==> src/rtl/rgb_compositor.sv <==
// Layered sprite/background compositor with colour-key transparency, collision
// detect and a frame-timed damage-flash effect, on a two-stage pipeline.
module rgb_compositor #(
  parameter int                 NUM_LAYERS   = 4,
  parameter int                 COLOR_W      = 12,
  parameter logic [COLOR_W-1:0] BG_COLOR     = 12'hFDA,
  parameter logic [COLOR_W-1:0] KEY_COLOR    = 12'h000,
  parameter logic [COLOR_W-1:0] FLASH_COLOR  = 12'hFFF,
  parameter int                 BLINK_FRAMES = 4,
  parameter int                 FLASH_PHASES = 6
) (
  input  logic                          clk,
  input  logic                          rst,
  input  logic                          valid,
  input  logic [NUM_LAYERS*COLOR_W-1:0] layer_pixel,
  input  logic [NUM_LAYERS-1:0]         layer_en,
  input  logic                          frame_tick,
  input  logic                          flash_start,
  output logic [COLOR_W-1:0]            RGB,
  output logic                          valid_out,
  output logic                          collide,
  output logic                          flashing
);

  localparam int TICK_W  = (BLINK_FRAMES > 1) ? $clog2(BLINK_FRAMES) : 1;
  localparam int PHASE_W = (FLASH_PHASES > 1) ? $clog2(FLASH_PHASES) : 1;
  localparam logic [TICK_W-1:0]  TICK_LAST  = TICK_W'(BLINK_FRAMES - 1);
  localparam logic [PHASE_W-1:0] PHASE_LAST = PHASE_W'(FLASH_PHASES - 1);

  typedef enum logic [1:0] {IDLE, FLASH_ON, FLASH_OFF} flash_state_t;

  flash_state_t        state, state_next;
  logic [TICK_W-1:0]   tick_cnt, tick_next;
  logic [PHASE_W-1:0]  phase_cnt, phase_next;

  logic [NUM_LAYERS-1:0] opaque;
  logic [COLOR_W-1:0]    sel_color;
  logic                  any_opaque;
  logic                  multi_opaque;

  logic [COLOR_W-1:0]    s1_color;
  logic                  s1_any;
  logic                  s1_multi;
  logic                  s1_valid;

  always_comb begin
    for (int i = 0; i < NUM_LAYERS; i++)
      opaque[i] = layer_en[i] && (layer_pixel[i*COLOR_W +: COLOR_W] != KEY_COLOR);
  end

  // Walk from the highest index down so the lowest opaque layer wins the colour.
  always_comb begin
    sel_color    = BG_COLOR;
    any_opaque   = 1'b0;
    multi_opaque = 1'b0;
    for (int i = NUM_LAYERS - 1; i >= 0; i--) begin
      if (opaque[i]) begin
        if (any_opaque)
          multi_opaque = 1'b1;
        any_opaque = 1'b1;
        sel_color  = layer_pixel[i*COLOR_W +: COLOR_W];
      end
    end
  end

  always_ff @(posedge clk) begin
    if (rst) begin
      s1_color <= '0;
      s1_any   <= 1'b0;
      s1_multi <= 1'b0;
      s1_valid <= 1'b0;
    end else begin
      s1_color <= sel_color;
      s1_any   <= any_opaque;
      s1_multi <= multi_opaque;
      s1_valid <= valid;
    end
  end

  // The flash overrides only real sprite pixels, never the background.
  always_ff @(posedge clk) begin
    if (rst) begin
      RGB       <= '0;
      collide   <= 1'b0;
      valid_out <= 1'b0;
    end else begin
      valid_out <= s1_valid;
      if (!s1_valid) begin
        RGB     <= '0;
        collide <= 1'b0;
      end else begin
        collide <= s1_multi;
        RGB     <= (state == FLASH_ON && s1_any) ? FLASH_COLOR : s1_color;
      end
    end
  end

  always_ff @(posedge clk) begin
    if (rst) begin
      state     <= IDLE;
      tick_cnt  <= '0;
      phase_cnt <= '0;
    end else begin
      state     <= state_next;
      tick_cnt  <= tick_next;
      phase_cnt <= phase_next;
    end
  end

  // A new flash request restarts the sequence and swallows a coincident tick.
  always_comb begin
    state_next = state;
    tick_next  = tick_cnt;
    phase_next = phase_cnt;
    if (flash_start) begin
      state_next = FLASH_ON;
      tick_next  = '0;
      phase_next = '0;
    end else if (frame_tick && state != IDLE) begin
      if (tick_cnt == TICK_LAST) begin
        tick_next = '0;
        if (phase_cnt == PHASE_LAST) begin
          state_next = IDLE;
          phase_next = '0;
        end else begin
          state_next = (state == FLASH_ON) ? FLASH_OFF : FLASH_ON;
          phase_next = phase_cnt + 1'b1;
        end
      end else begin
        tick_next = tick_cnt + 1'b1;
      end
    end
  end

  assign flashing = (state != IDLE);

endmodule

==> config.mk <==
export PLATFORM = sky130hd
export DESIGN_NAME = rgb_compositor
export DESIGN_NICKNAME = d
export VERILOG_FILES = /design/src/rtl/rgb_compositor.sv
export SDC_FILE = /design/constraint.sdc
export NUM_CORES = 1
export LEC_CHECK = 0
export CORE_AREA = 2 2 68 70
export DETAILED_ROUTE_END_ITERATION = 12
export DIE_AREA = 0 0 70 72
export GPL_ROUTABILITY_DRIVEN = 1
export PLACE_DENSITY = 0.73
export SLEW_MARGIN = 15
export SYNTH_ARGS = -nofsm -noshare
export SYNTH_HDL_FRONTEND = slang
export SYNTH_SLANG_ARGS = --single-unit
==> constraint.sdc <==
create_clock -name clk -period 5.2 [get_ports clk]
set_clock_uncertainty 0.05 [all_clocks]
set_input_delay 1.04 -clock clk [delete_from_list [all_inputs] [get_ports clk]]
set_output_delay 1.04 -clock clk [all_outputs]
set_load 0.05 [all_outputs]
==> impl_metrics.toml <==
[outcome]
status = "finished clean"

[critical_path]
crit_required_ns = 5.26
cp_top_family = "compound AO/OA/AOI/OAI gates"
start_kind = "input port"
worstPathCellList = "clkdlybuf4s50_1, or4_1, o31ai_4, nand2b_1, o221ai_1, a311oi_1"
path_buf_inv = 1
rrSetupSlack_ns = 3.78
startpoint = "layer_pixel[32]"
slowest_delay_ns = 0.62
r2r_cells = 4
cpMaxStageDelayCell = "o31ai_4"
crit_fanout = 17
timing.rr.end = "phase_cnt[2]$_SDFFE_PP0P_"
end_kind = "register"
crit_arrival_ns = 3.39
r2r-start = "state[1]$_SDFFE_PP0P_"
path_class = "input port to register"

[layout]
synthToLayoutAreaGrowth_pct = 50.87
final_util = 0.5822
nets = 314
final_cell_area_mm2 = 0.002482
drive_gt1_frac = 0.06615
final_cell_mix = "clkdlybuf4s50_1, nor2_1, dfxtp_1"
n_antenna_cell = 0
fill_cells = 386
final_common_cell = "clkdlybuf4s50_1"

[clock_network]
cts-buffers-inserted = 5
post_cts_buffers = 0
cts_num_sinks = 36
path_clk_slew_ns = 0.07
clockBufferDepth = 2
ctsHoldBuffers = 0
insertion_delay_ns = 0.28
cts_tree = "built"
ctsResizeCount = 0
cts-root-buf = "clkbuf_8"
htree_levels = 2

[global_routing]
grt_max_degree = 20
grt_pass1_vias = 1510
antenna_found_initial = 0
gr-total-overflow = 0
grt_usage = 0.1766
grt_first_pass_wirelength_um = 7086

[timing]
fmax_mhz = 300.3
tightest_slew_ns = 0.6745
min_period_ns = 3.330
maxSlewHeadroom = 0.5489
hold_slack_ns = 0.3963
finalHoldViolCount = 0
report.final.setup_viol = 0
fin_setup_tns_ns = 0
rsz0062_at_grt = "no"
fin_crit_sh = 0.6404
maxSlewViolCount = 0

[synthesis]
syn_nets = 246
synth_cells = 188
synth_seq_area_share = 0.4380
ys_warn_count = 0
syn-cell-area_mm2 = 0.001645
avgSynthCellArea_um2 = 8.752
synth_cell_types = 41
synth-seq-cells = 36

[die]
fp-row-count = 24
core-area_mm2 = 0.004264
die_h_um = 72
initial_core_util = 0.3859
die-area_mm2 = 0.005040
die_x_um = 70
io_pins = 72

[min_path]
hp-start = "s1_color[8]$_SDFF_PP0_"
hold_class = "register to register"
holdPathEnd = "RGB[8]$_SDFF_PP0_"
min_path_cells = 2

[power]
p_leak_uw = 0.0009097
peakVddDrop_mv = 0.1475
p_per_area_mw_per_mm2 = 260.1

[run]
max-cap-violations = 0

[route]
wirelength_um = 4332
dr.pass1.iters = 4
avgRoutedWirePerCell_um = 14.02
vias = 1631
via_per_inst = 5.278
drc = 0
postRouteAntennaNets = 0
dr.first_iter.drc_count = 75

[placed_design]
place_congestion = 0.8541
io_buffers = 71
place_hpwl_um = 3525
dpl-instance-area_mm2 = 0.002375
## kinds of logic after synthesis
family                   share of synthesized area
adder cells (fa/ha/maj)                   0.007603
flip-flops                                  0.4380
buffers and inverters                      0.03954
XOR/XNOR                                  0.005324
AO/OA/AOI/OAI                               0.2152
AND/OR/NAND/NOR                             0.2943
## Yosys cell counts
master	n	area (µm²)
and4b_1	1	10.01
nor2_1	37	138.9
a211oi_1	1	7.510
a21oi_1	12	60.06
o31a_1	1	8.760
and3b_1	3	26.28
buf_2	1	5.000
o32ai_1	4	35.03
ha_1	1	12.51
nor4b_1	1	8.760
nor3_1	1	5.000
a31o_2	1	8.760
nand2b_1	3	18.77
or2_2	2	12.51
o21ai_0	1	5.000
a31oi_1	1	6.260
nor3b_1	4	30.03
and2_1	1	6.260
clkbuf_1	6	22.52
o221ai_1	5	43.79
a311oi_1	5	43.79
inv_1	5	18.77
buf_4	2	15.01
o21a_1	1	7.510
and3_1	4	25.02
buf_1	1	3.750
xor2_1	1	8.760
o31ai_4	3	63.81
o211ai_1	7	52.55
nand3_1	1	5.000
nand2_1	17	63.81
or3b_2	1	8.760
or4_1	8	60.06
dfxtp_1	36	720.7
nor2b_1	1	6.260
o41a_1	1	11.26
or4_4	1	11.26
and2_4	1	8.760
or3_1	1	6.260
nand2b_4	1	13.76
nor4_1	3	18.77
## power by group
group,switching (µW),total [µW],internal (µW),leakage [µW]
sequential,4.10,292,288,0.000296
clock,90.1,232,142,0.0000552
combinational,57.2,121,63.8,0.000559
## per-layer routing
metal,GRT usage,share of wire,up-vias,wire (µm)
met3,0.03611,0.054,11,232
li1,-,-,823,-
met2,0.2804,0.47,64,2027
met5,0,0,-,0
met1,0.2295,0.45,733,1956
met4,0.08974,0.026,0,114
## worst register-to-register path, cell delays in order (launching register included)
cell	delay, ns
dfxtp_1	0.41
o21a_1	0.18
nand3_1	0.13
or3b_2	0.46
a21oi_1	0.12
## stage by stage
stage / cells / setup slack, ns / total power (µW)
3_3_place_gp: 301 / 1.660 / 417.8
5_1_grt: 309 / 1.685 / 674.4
3_5_place_dp: 301 / 1.610 / 418.9
2_1_floorplan: 188 / 2.571 / 355.2
6_report: 309 / 1.870 / 645.7
4_1_cts: 309 / 1.898 / 651.3
## cell type report
type,count,area (µm²),share of cell area
Clock buffer,6,72.57,0.02923
Clock inverter,2,35.03,0.01411
Inverter,5,18.77,0.007560
Multi-Input combinational cell,137,859.6,0.3463
Sequential cell,36,720.7,0.2903
Tap cell,52,65.06,0.02621
Timing Repair Buffer,71,710.7,0.2863
## registers in the layout, summed over array words and instances, names as in the netlist
register   flops
RGB           12
collide        1
phase_cnt      3
s1_any         1
s1_color      12
s1_multi       1
s1_valid       1
state          2
tick_cnt       2
valid_out      1
## worst max-delay path by stage
| stage | end | slack (ns) | cells after the start |
|---|---|---|---|
| finish | s1_color[4]$_SDFF_PP0_ | 1.87 | 6 |
| global route | s1_color[4]$_SDFF_PP0_ | 1.68 | 6 |
| CTS | s1_color[4]$_SDFF_PP0_ | 1.90 | 6 |
| detailed placement | s1_color[4]$_SDFF_PP0_ | 1.61 | 6 |
| global placement | s1_color[4]$_SDFF_PP0_ | 1.66 | 6 |
| floorplan | s1_color[7]$_SDFF_PP0_ | 2.57 | 5 |
No activity file was read; power rests on OpenSTA's default activity.
